**src/rtl/clock_pkg.sv**
```systemverilog
// Shared definitions for the clock health blocks.
//   mon_state_e    : measurement FSM states (IDLE / ARM / MEASURE)
//   clk_status_t   : one-hot window verdict (alive / slow / fast)
//   DEF_*          : default window and threshold constants
//   classify_count : maps a window edge count onto a verdict
package clock_pkg;

  typedef enum logic [1:0] {
    IDLE    = 2'd0,
    ARM     = 2'd1,
    MEASURE = 2'd2
  } mon_state_e;

  typedef struct packed {
    logic alive;
    logic slow;
    logic fast;
  } clk_status_t;

  localparam int unsigned DEF_WINDOW_CYCLES = 1024;
  localparam int unsigned DEF_CNT_W         = 16;
  localparam int unsigned DEF_MIN_EDGES     = 100;
  localparam int unsigned DEF_MAX_EDGES     = 140;
  localparam int unsigned DEF_LOSS_CYCLES   = 64;
  localparam int unsigned DEF_SYNC_STAGES   = 2;

  // Exactly one verdict bit is set for any count.
  function automatic clk_status_t classify_count(
    input logic [31:0] count,
    input logic [31:0] min_edges,
    input logic [31:0] max_edges
  );
    clk_status_t st;
    st.slow  = (count < min_edges);
    st.fast  = (count > max_edges);
    st.alive = ~st.slow & ~st.fast;
    return st;
  endfunction

endpackage

```
**src/rtl/sync_edge_detect.sv**
```systemverilog
// Synchronizes an asynchronous level into the clk_in domain and emits a
// single-cycle pulse for every rising transition.
//   clk_in   : sampling clock
//   rst_in   : asynchronous active-high reset
//   async_in : asynchronous input level
//   edge_out : one-cycle pulse per synchronized rising edge
module sync_edge_detect #(
  parameter int unsigned SYNC_STAGES = 2
) (
  input  logic clk_in,
  input  logic rst_in,
  input  logic async_in,
  output logic edge_out
);

  logic [SYNC_STAGES-1:0] sync_q;
  logic                   hist_q;

  always_ff @(posedge clk_in or posedge rst_in) begin
    if (rst_in) begin
      sync_q <= '0;
      hist_q <= 1'b0;
    end else begin
      sync_q <= {sync_q[SYNC_STAGES-2:0], async_in};
      hist_q <= sync_q[SYNC_STAGES-1];
    end
  end

  assign edge_out = sync_q[SYNC_STAGES-1] & ~hist_q;

endmodule

```
**src/rtl/clock_monitor.sv**
```systemverilog
// Measures the rising-edge rate of mon_clk_in over fixed windows of clk_in
// cycles and flags slow, fast or lost clocks.
//   clk_in      : reference clock, all logic on its rising edge
//   rst_in      : asynchronous active-high reset
//   mon_clk_in  : monitored clock, sampled as asynchronous data
//   enable_in   : 1 = run measurements
//   edge_count  : edge count of the last completed window
//   count_valid : one-cycle pulse when edge_count / verdict update
//   clk_alive   : last window within [MIN_EDGES, MAX_EDGES]
//   too_slow    : last window below MIN_EDGES
//   too_fast    : last window above MAX_EDGES
//   loss_of_clk : no edge for LOSS_CYCLES cycles while measuring
module clock_monitor
  import clock_pkg::*;
#(
  parameter int unsigned WINDOW_CYCLES = DEF_WINDOW_CYCLES,
  parameter int unsigned CNT_W         = DEF_CNT_W,
  parameter int unsigned MIN_EDGES     = DEF_MIN_EDGES,
  parameter int unsigned MAX_EDGES     = DEF_MAX_EDGES,
  parameter int unsigned LOSS_CYCLES   = DEF_LOSS_CYCLES,
  parameter int unsigned SYNC_STAGES   = DEF_SYNC_STAGES
) (
  input  logic             clk_in,
  input  logic             rst_in,
  input  logic             mon_clk_in,
  input  logic             enable_in,
  output logic [CNT_W-1:0] edge_count,
  output logic             count_valid,
  output logic             clk_alive,
  output logic             too_slow,
  output logic             too_fast,
  output logic             loss_of_clk
);

  localparam int unsigned WCNT_W = $clog2(WINDOW_CYCLES);
  localparam int unsigned GAP_W  = $clog2(LOSS_CYCLES + 1);
  localparam int unsigned ARM_W  = $clog2(SYNC_STAGES + 1);

  localparam logic [WCNT_W-1:0] WIN_LAST  = WCNT_W'(WINDOW_CYCLES - 1);
  localparam logic [GAP_W-1:0]  LOSS_LAST = GAP_W'(LOSS_CYCLES);
  localparam logic [ARM_W-1:0]  ARM_LAST  = ARM_W'(SYNC_STAGES);

  mon_state_e        state_q, state_d;
  logic              enable_q;
  logic [ARM_W-1:0]  arm_cnt_q, arm_cnt_d;
  logic [WCNT_W-1:0] win_cnt_q, win_cnt_d;
  logic [CNT_W-1:0]  edge_cnt_q, edge_cnt_d;
  logic [GAP_W-1:0]  gap_q, gap_d;
  logic [CNT_W-1:0]  edge_count_q, edge_count_d;
  logic              count_valid_q, count_valid_d;
  logic              alive_q, alive_d;
  logic              slow_q, slow_d;
  logic              fast_q, fast_d;
  logic              loss_q, loss_d;

  logic              edge_det;
  logic              arm_done;
  logic              win_last;
  logic [CNT_W-1:0]  edge_sum;
  clk_status_t       verdict;

  sync_edge_detect #(
    .SYNC_STAGES (SYNC_STAGES)
  ) u_sync (
    .clk_in   (clk_in),
    .rst_in   (rst_in),
    .async_in (mon_clk_in),
    .edge_out (edge_det)
  );

  assign arm_done = (arm_cnt_q == ARM_LAST);
  assign win_last = (win_cnt_q == WIN_LAST);

  // Saturating count including an edge landing in this cycle, so the
  // terminal-cycle edge belongs to the closing window.
  assign edge_sum = (edge_det && (edge_cnt_q != '1)) ? edge_cnt_q + CNT_W'(1)
                                                     : edge_cnt_q;

  assign verdict = classify_count(32'(edge_sum), 32'(MIN_EDGES), 32'(MAX_EDGES));

  // State register
  always_ff @(posedge clk_in or posedge rst_in) begin
    if (rst_in) begin
      state_q <= IDLE;
    end else begin
      state_q <= state_d;
    end
  end

  // Next-state logic. Arming waits on the registered enable so that the
  // first ARM cycle lands one clock after enable is sampled, while a drop
  // of enable_in leaves any state on the very next clock.
  always_comb begin
    state_d = state_q;
    if (!enable_in) begin
      state_d = IDLE;
    end else begin
      unique case (state_q)
        IDLE:    if (enable_q) state_d = ARM;
        ARM:     if (arm_done) state_d = MEASURE;
        MEASURE: state_d = MEASURE;
        default: state_d = IDLE;
      endcase
    end
  end

  // Counters and outputs. Anything not explicitly advanced falls back to
  // zero, which covers the disable path (partial window dropped, gap and
  // loss cleared) while the reported count and verdict hold.
  always_comb begin
    arm_cnt_d     = '0;
    win_cnt_d     = '0;
    edge_cnt_d    = '0;
    gap_d         = '0;
    loss_d        = 1'b0;
    edge_count_d  = edge_count_q;
    count_valid_d = 1'b0;
    alive_d       = alive_q;
    slow_d        = slow_q;
    fast_d        = fast_q;

    if (enable_in) begin
      unique case (state_q)
        ARM: begin
          arm_cnt_d = arm_done ? '0 : arm_cnt_q + ARM_W'(1);
        end
        MEASURE: begin
          if (win_last) begin
            // Next window starts with no gap cycle.
            edge_count_d  = edge_sum;
            count_valid_d = 1'b1;
            alive_d       = verdict.alive;
            slow_d        = verdict.slow;
            fast_d        = verdict.fast;
          end else begin
            win_cnt_d  = win_cnt_q + WCNT_W'(1);
            edge_cnt_d = edge_sum;
          end

          if (edge_det) begin
            gap_d  = '0;
            loss_d = 1'b0;
          end else begin
            gap_d  = (gap_q == LOSS_LAST) ? gap_q : gap_q + GAP_W'(1);
            loss_d = loss_q | (gap_q == LOSS_LAST);
          end
        end
        default: ;
      endcase
    end
  end

  always_ff @(posedge clk_in or posedge rst_in) begin
    if (rst_in) begin
      enable_q      <= 1'b0;
      arm_cnt_q     <= '0;
      win_cnt_q     <= '0;
      edge_cnt_q    <= '0;
      gap_q         <= '0;
      edge_count_q  <= '0;
      count_valid_q <= 1'b0;
      alive_q       <= 1'b0;
      slow_q        <= 1'b0;
      fast_q        <= 1'b0;
      loss_q        <= 1'b0;
    end else begin
      enable_q      <= enable_in;
      arm_cnt_q     <= arm_cnt_d;
      win_cnt_q     <= win_cnt_d;
      edge_cnt_q    <= edge_cnt_d;
      gap_q         <= gap_d;
      edge_count_q  <= edge_count_d;
      count_valid_q <= count_valid_d;
      alive_q       <= alive_d;
      slow_q        <= slow_d;
      fast_q        <= fast_d;
      loss_q        <= loss_d;
    end
  end

  assign edge_count  = edge_count_q;
  assign count_valid = count_valid_q;
  assign clk_alive   = alive_q;
  assign too_slow    = slow_q;
  assign too_fast    = fast_q;
  assign loss_of_clk = loss_q;

endmodule

```
**config.mk**
```make
export PLATFORM = sky130hd
export DESIGN_NAME = clock_monitor
export DESIGN_NICKNAME = d
export VERILOG_FILES = /design/src/rtl/clock_pkg.sv /design/src/rtl/sync_edge_detect.sv /design/src/rtl/clock_monitor.sv
export SDC_FILE = /design/constraint.sdc
export NUM_CORES = 1
export LEC_CHECK = 0
export CAP_MARGIN = 20
export CORE_MARGIN = 2
export CORE_UTILIZATION = 43
export DETAILED_ROUTE_END_ITERATION = 7
export PLACE_DENSITY = 0.61
export SYNTH_ARGS = -nofsm -noshare
export SYNTH_HDL_FRONTEND = slang
export SYNTH_SLANG_ARGS = --single-unit
```
**constraint.sdc**
```tcl
create_clock -name clk_in -period 5.4 [get_ports clk_in]
set_clock_uncertainty 0.05 [all_clocks]
set_input_delay 0.54 -clock clk_in [delete_from_list [all_inputs] [get_ports clk_in]]
set_output_delay 0.54 -clock clk_in [all_outputs]
set_load 0.05 [all_outputs]
```
# Yosys cells after proc, flatten, opt, wreduce, memory -nomap -nowiden

Cells that the tools add are included.

Register bits: 62
Bits in latches: 0
Output and inout bits: 21
Bits in read-only memories: 0
RAM bits: 0
Memories: 0
Logic and storage cells: 63
Input bits: 4

Multiply operators: 0
Equal/unequal tests: 9
Muxes and demuxes: 24
Div/mod/pow operators: 0
Order comparisons: 2
Bitwise operators: 6
Reductions and logical operators: 4
Add/subtract/negate cells: 4
Shift operators: 0

Operator list:

| operator              | number |
|---|---|
| $mux 16               | 4 |
| $mux 10               | 3 |
| $mux 7                | 4 |
| $add 16x1->16 const B | 1 |
| $gt 16x8->1 const B   | 1 |
| $lt 16x7->1 const B   | 1 |
| $ne 16x16->1 const B  | 1 |
| $mux 2                | 6 |
| $add 10x1->10 const B | 1 |
| $eq 10x10->1 const B  | 1 |
| $add 7x1->7 const B   | 1 |
| $eq 7x7->1 const B    | 1 |
| $mux 1                | 6 |
| $ne 3x3->1 const B    | 2 |
| $pmux 2 s3            | 1 |
| $eq 2x2->1 const B    | 2 |
| $ne 4x4->1 const B    | 1 |
| $not 1->1             | 3 |
| $reduce_and 3->1      | 1 |
| $add 2x1->2 const B   | 1 |
| $and 1x1->1           | 2 |
| $eq 2x1->1 const B    | 1 |
| $logic_not 2->1       | 1 |
| $reduce_and 2->1      | 1 |
| 2 further kinds       | 2 |

# Depth between registers and ports, before layout

Gate-level depths: netlist of run 1.

Depth in word-level cells: 7
Depth in mapped cells: 9
Mapped depth without buffers: 8

# By module

A second synthesis of run 1 with hierarchy kept.

Cells, all modules: 310
Area, all modules: 3004.1 um^2

By module, submodules not included:

| module           | cells each | sequential area each (um^2) | times used | area each (um^2) |
|---|---|---|---|---|
| clock_monitor    | 305        | 1476.4                      | 1          | 2911.5 |
| sync_edge_detect | 5          | 75.1                        | 1          | 92.6 |

# Worst setup path after synthesis of run 1

Ideal clock, no wire load.

Path type: reg-to-reg
Start point: register edge_cnt_q[0]
End point: register slow_q (netlist: too_slow)
Path slack: 3.197 ns
Data required time: 5.229 ns
Cell stages (with the launch flop): 10
Arrival: 2.032 ns
Path buffers: 1
Clock period less this slack: 2.203 ns
Library setup time: 0.121 ns
Path through: dfrtp_1 ha_1 nand4_2 nor4_4 buf_6 nor4_1 xnor2_1 and2_1 and3_1 a22o_1

Word-level cells in the longest chain between the ends: 4
Elaborated cells between the ends (all ways): 5
Those cells by class: add/sub (1); order compare (1); eq/ne (1); mux (1); reduce/logical (1)

RTL lines:

| item                                                  | RTL line             | RTL |
|---|---|---|
| start: declaration                                    | clock_monitor.sv:47  | `logic [CNT_W-1:0] edge_cnt_q, edge_cnt_d;` |
| start signal: assignment                              | clock_monitor.sv:170 | `edge_cnt_q <= edge_cnt_d;` |
| branches (longest 2 deep; another with $add 16x1->16) | -                    |  |
| $mux 16 (*)                                           | clock_monitor.sv:76  | `assign edge_sum = (edge_det && (edge_cnt_q != '1)) ? edge_cnt_q + CNT_W'(1)` |
| $lt 16x7->1 (*)                                       | clock_pkg.sv:34      | `st.slow = (count < min_edges);` |
| end signal: assignment                                | clock_monitor.sv:175 | `slow_q <= slow_d;` |
| end: declaration                                      | clock_monitor.sv:52  | `logic slow_q, slow_d;` |

Mark *: on every way between the ends.
A chain may end at the register's enable or synchronous reset.

# Final worst setup path of run 1

Start point: register edge_cnt_q[0]
End point: register fast_q (netlist: too_fast)

Word-level cells in the longest chain between the ends: 4
Elaborated cells between the ends (all ways): 5
Those cells by class: add/sub (1); order compare (1); eq/ne (1); mux (1); reduce/logical (1)

RTL lines:

| item                                                  | RTL line             | RTL |
|---|---|---|
| branches (longest 2 deep; another with $add 16x1->16) | -                    |  |
| $mux 16 (*)                                           | clock_monitor.sv:76  |  |
| $gt 16x8->1 (*)                                       | clock_pkg.sv:35      | `st.fast = (count > max_edges);` |
| end signal: assignment                                | clock_monitor.sv:176 | `fast_q <= fast_d;` |
| end: declaration                                      | clock_monitor.sv:53  | `logic fast_q, fast_d;` |

Marked as above.

==> results of run 1 <==
==> where the power goes <==
group | switching, mW | leakage, nW | internal [mW]
Sequential | 0.00816 | 0.849 | 0.479
Clock | 0.176 | 0.0926 | 0.175
Combinational | 0.0612 | 0.512 | 0.0277
==> placed cells by master (no fill, tap or decap), types with 2 or more instances in the layout <==
cell,count
a21oi_1,4
clkdlybuf4s50_1,24
and2_1,4
inv_1,11
clkbuf_8,10
dfrtp_1,62
nand2_1,31
nor3b_1,3
nand4_1,8
nor3_1,10
nor2_1,39
xor2_1,14
mux2i_1,2
nand3_1,16
and3_1,7
nand2b_1,2
nor2b_1,2
nor4_1,2
o21a_1,3
xnor2_1,14
ha_1,8
clkinv_2,5
nand4b_1,2
o21ai_0,22
a211o_1,2
nand3b_1,2
==> state kept, by name, indices dropped and copies added, names as in the netlist, 2 cells and up <==
name	cells
u_sync.sync_q	2
arm_cnt_q	2
edge_count	16
gap_q	7
state_q	2
edge_cnt_q	16
win_cnt_q	10
==> cell families (layout without fill, tap and decap cells) <==
family / count (synthesis) / count (layout) / share of synthesized area [%]
mux: 2 / 2 / 0.670
fa+ha+maj: 8 / 8 / 3.35
compound gates: 38 / 38 / 7.79
buf+inv: 25 / 53 / 4.14
simple gates: 137 / 137 / 23.4
flops: 62 / 62 / 51.9
xor+xnor: 29 / 29 / 8.75
==> cell type report <==
type	count	share of cell area [%]
clock buffer	11	4.13
timing repair buffer	25	7.23
tap	80	2.92
clock inverter	5	0.731
sequential	62	45.3
multi-input combinational	214	38.4
inverter	12	1.32
==> metal layers <==
metal	track usage [%]	share of wire, %	vias to the layer above
met5	0	0	-
met4	6.29	1.2	0
met3	5.21	4.1	8
met2	26.4	46	39
met1	23.7	49	1055
li1	-	-	1074
==> cells in the mapped netlist, drive strengths merged, types with 3 or more instances <==
library cell   n  area share (%)
xnor2         15             4.6
nor2          40             5.1
buf            6             1.4
nand2         31             3.9
nor3b          3            0.75
a21oi          4            0.67
nor3          10             1.7
nand3         16             2.7
inv           12             1.5
o21ai         23             3.9
and2           4            0.84
nor4           4             1.5
dfrtp         62              52
and3           8             1.7
ha             8             3.3
o21a           3            0.75
xor2          14             4.1
clkbuf         7             1.3
nand4          9             2.1
==> worst paths after layout <==
| kind | start | end | slack, ns | depth (start not counted) |
|---|---|---|---|---|
| min in group asynchronous | rst_in | too_fast | 0.70 | 3 |
| max in group asynchronous | rst_in | edge_count[12] | 4.11 | 3 |
| min | u_sync.sync_q[0] | u_sync.sync_q[1] | 0.30 | 0 |
| max | edge_cnt_q[0] | too_fast | 2.61 | 8 |
| max reg2reg | edge_cnt_q[0] | too_fast | 2.61 | 8 |
| min reg2reg | u_sync.sync_q[0] | u_sync.sync_q[1] | 0.30 | 0 |
==> results.json, run 1 <==
{
  "ir_drop_uv": 147,
  "cts-htree-levels": 3,
  "cp_max_fo": 14,
  "tritoncts": "done",
  "numClockSinks": 62,
  "hold_path_class": "flop to flop",
  "antenna_found_initial": 0,
  "avgSynthCellArea_sq_um": 9.93,
  "rsz0062_at_grt": "no",
  "p_per_area_mw_per_mm2": 271,
  "postPlaceCellArea_sq_mm": 0.00326,
  "fin_cells": 409,
  "hold_buffers": 0,
  "core_sq_mm": 0.00676,
  "postCtsSetupBuffers": 0,
  "postCtsResizedCells": 0,
  "finalInstanceArea_sq_mm": 0.00342,
  "synth.cell_area_sq_mm": 0.00299,
  "die_w_um": 87.4,
  "synth_cell_type_count": 46,
  "crit_family": "simple AND/OR/NAND/NOR gates",
  "vias_per_cell": 5.32,
  "final_max_slew_viol_count": 0,
  "crit_chain": "ha_1 -> nand4_2 -> nor4_4 -> nor3_1 -> xnor2_1 -> a41o_1 -> nand4_1 -> o21a_1",
  "seq_area_sq_mm": 0.00155,
  "portBuffers": 24,
  "syn_inst": 301,
  "pre_cts_ws_ns": 2.64,
  "nFillCells": 628,
  "holdWs_ns": 0.300,
  "worstSetupStartpointType": "flop",
  "gr-total-overflow": 0,
  "grt_max_degree": 63,
  "final_nets": 336,
  "routabilityCongestion": 0.847,
  "clock_latency_ns": 0.34,
  "crit_type": "flop to flop",
  "ys_seq_area_share_pct": 51.9,
  "synth_edf_count": 0,
  "worst_pin_slew_ns": 0.997,
  "area_delta_synth_final_pct": 14.6,
  "cts_made_buffers": 9,
  "period_minus_slack_ns": 2.79,
  "routed_wirelength_um": 5790,
  "drtIter0Drc": 162,
  "maxCapViolCount": 0,
  "grt_pass1_wl_um": 10200,
  "fin_util_pct": 50.7,
  "fin_tns_setup_ns": 0,
  "start_util_pct": 44.2,
  "wl_per_cell_um": 14.1,
  "postRouteAntennaNets": 0,
  "layout-drive-gt1-share_pct": 7.90,
  "grt_pass1_vias": 2124,
  "grt_usage_pct": 17.4,
  "cts_root_buf": "clkbuf_8",
  "row_count": 30,
  "cp.arrival_ns": 2.97,
  "syn_nets": 313,
  "final-setup-viol-count": 0,
  "dp.cells": 393,
  "relSlewSlack_pct": 33.3,
  "cts_max_path_buffers": 2,
  "crit_buf_inv": 0,
  "p_leak_nw": 1.45,
  "diodes": 0,
  "cp.required_ns": 5.58,
  "cp_slowest_cell": "nor4_4",
  "post-route-period-util_pct": 51.7,
  "critPathMaxStageDelay_ns": 0.73,
  "synth-async-reset-ratio_pct": 100,
  "status": "complete, no violations",
  "total_power_uw": 927,
  "hpwl_um": 3970,
  "via_count": 2176,
  "cts.clk_slew.worst_paths_ns": 0.07,
  "ios": 25,
  "setup.worst_path.end_class": "flop",
  "fp.dieH_um": 87.4,
  "drc": 0,
  "fmax_mhz": 358,
  "ys.flop_type": "dfrtp_1",
  "multi_input_area_sq_mm": 0.00131,
  "dr.pass1.iters": 4,
  "ys_warn_count": 0,
  "hold_violations": 0,
  "dieArea_sq_mm": 0.00763,
  "ys_seq_elements": 62,
  "fin_ws_ns": 2.61
}
Note: power is estimated with default switching activity, not from simulation.
==> inputs of run 2 (changes only) <==
==> constraint.sdc (replaced) <==
create_clock -name clk_in -period 2.9 [get_ports clk_in]
set_clock_uncertainty 0.05 [all_clocks]
set_input_delay 0.29 -clock clk_in [delete_from_list [all_inputs] [get_ports clk_in]]
set_output_delay 0.29 -clock clk_in [all_outputs]
set_load 0.05 [all_outputs]
==> run 2 against run 1 <==
  * First-iteration DRC count fell by 35%
  * Combinational power grew 100%
  * Clock power rose by 110%
  * Register-to-register slack got worse by 2.3 ns
  * Hold slack got worse by 0.059 ns
  * Sequential power up 86%
  * Via count down 1.9%
  * Maximum frequency up 7.3%
  * Global-route usage down 0.68 points
  * Setup slack worse by 2.3 ns
  * Die area did not move
==> results.json, run 2 (synthesis results as in run 1) <==
{
  "postCtsSetupBuffers": 0,
  "hold_buffers": 0,
  "vias_per_cell": 5.18,
  "core_sq_mm": 0.00676,
  "clock_latency_ns": 0.34,
  "grt_pass1_wl_um": 9760,
  "start_util_pct": 44.2,
  "p_per_area_mw_per_mm2": 524,
  "critPathMaxStageDelay_ns": 0.50,
  "final-setup-viol-count": 0,
  "crit_buf_inv": 1,
  "antenna_found_initial": 0,
  "grt_pass1_vias": 2024,
  "status": "complete, no violations",
  "worstSetupStartpointType": "flop",
  "drc": 0,
  "grt_max_degree": 41,
  "cts_root_buf": "clkbuf_8",
  "grt_usage_pct": 16.8,
  "hpwl_um": 4020,
  "area_delta_synth_final_pct": 16.7,
  "drtIter0Drc": 105,
  "hold_violations": 0,
  "postRouteAntennaNets": 0,
  "cts-htree-levels": 3,
  "p_leak_nw": 1.48,
  "fin_tns_setup_ns": 0,
  "period_minus_slack_ns": 2.60,
  "post-route-period-util_pct": 89.6,
  "cp_max_fo": 8,
  "crit_type": "flop to flop",
  "tritoncts": "done",
  "relSlewSlack_pct": 59.6,
  "cts_max_path_buffers": 2,
  "fp.dieH_um": 87.4,
  "ir_drop_uv": 373,
  "routed_wirelength_um": 5620,
  "die_w_um": 87.4,
  "final_nets": 340,
  "maxCapViolCount": 0,
  "final_cell_mix": "dfrtp_1, nor2_1, nand2_1",
  "rsz0062_at_grt": "no",
  "fmax_mhz": 385,
  "final_max_slew_viol_count": 0,
  "crit_chain": "ha_1 -> nand4_2 -> nor4_4 -> buf_4 -> nor3b_1 -> xnor2_1 -> nor2b_1 -> o31a_1 -> a22o_1",
  "row_count": 30,
  "dr.pass1.iters": 4,
  "cp.arrival_ns": 2.78,
  "ios": 25,
  "hold_path_class": "input pin to async pin",
  "dieArea_sq_mm": 0.00763,
  "nFillCells": 637,
  "gr-total-overflow": 0,
  "dp.cells": 397,
  "portBuffers": 24,
  "cts_made_buffers": 9,
  "setup.worst_path.end_class": "flop",
  "routabilityCongestion": 0.823,
  "final_common_cell": "dfrtp_1",
  "via_count": 2134,
  "worst_pin_slew_ns": 0.605,
  "cp.required_ns": 3.08,
  "crit_family": "simple AND/OR/NAND/NOR gates",
  "wl_per_cell_um": 13.6,
  "layout-drive-gt1-share_pct": 8.73,
  "cp_slowest_cell": "nor4_4",
  "numClockSinks": 62,
  "cts.clk_slew.worst_paths_ns": 0.07,
  "diodes": 0,
  "postCtsResizedCells": 0,
  "fin_cells": 412
}
-- run 2: cell count changes in the layout (fill, tap and decap cells not counted), sizes merged --
cell,previous run,this run
buf,1,5
clkinvlp,0,1
clkinv,5,2
bufinv,0,1
-- run 2: layout make-up --
cell class              count  area [sq um]  area share [%]
well taps                  80           100            2.87
clock buffers              11           141            4.05
repair buffers             29           290            8.32
clock inverters             4          47.5            1.36
flip-flops and latches     62          1550            44.5
inverters                  12          45.0            1.29
multi-input cells         214          1310            37.6
-- run 2: path summary, 6_finish.rpt --
check / to / cells past startpoint / slack, ns / from
max in group asynchronous: edge_count[9] / 3 / 1.98 / rst_in
max reg2reg: too_slow / 9 / 0.30 / edge_cnt_q[0]
min in group clk_in: u_sync.sync_q[1] / 0 / 0.31 / u_sync.sync_q[0]
min: u_sync.hist_q / 2 / 0.24 / rst_in
min reg2reg: u_sync.sync_q[1] / 0 / 0.31 / u_sync.sync_q[0]
max: too_slow / 9 / 0.30 / edge_cnt_q[0]
-- run 2: report_power, final --
group	switching, mW	internal (mW)
registers	0.0150	0.891
logic	0.118	0.0609
clock network	0.331	0.413
-- run 2: layer usage --
metal  part of all wire [%]  track usage, %  vias to the layer above
met1                     51            24.1                     1018
li1                       -               -                     1073
met4                    2.1            7.97                        0
met5                      0               0                        -
met3                    3.0            3.98                       10
met2                     44            23.7                       33
-- run 2: per-stage QoR --
stage          setup slack, ns  hold WS [ns]  power, mW  utilization (%)  area (sq um)
2_1_floorplan            0.697         0.271       1.05                -          2990
3_3_place_gp             0.377         0.286       1.10             48.9          3300
5_1_grt                  0.109         0.299       1.91             51.6          3490
6_report                 0.301         0.241       1.83             51.6          3490
4_1_cts                  0.303         0.252       1.84             51.6          3490
3_5_place_dp             0.305         0.289       1.10             48.9          3300
==> inputs of run 3 (changes only) <==
--- a/config.mk
+++ b/config.mk
@@ -9,6 +9,7 @@
 export CORE_MARGIN = 2
 export CORE_UTILIZATION = 43
 export DETAILED_ROUTE_END_ITERATION = 7
+export HOLD_SLACK_MARGIN = 0.1
 export PLACE_DENSITY = 0.61
 export SYNTH_ARGS = -nofsm -noshare
 export SYNTH_HDL_FRONTEND = slang
==> results of run 3 <==
No change in the layout: final DEF, timing and power equal those of run 2.
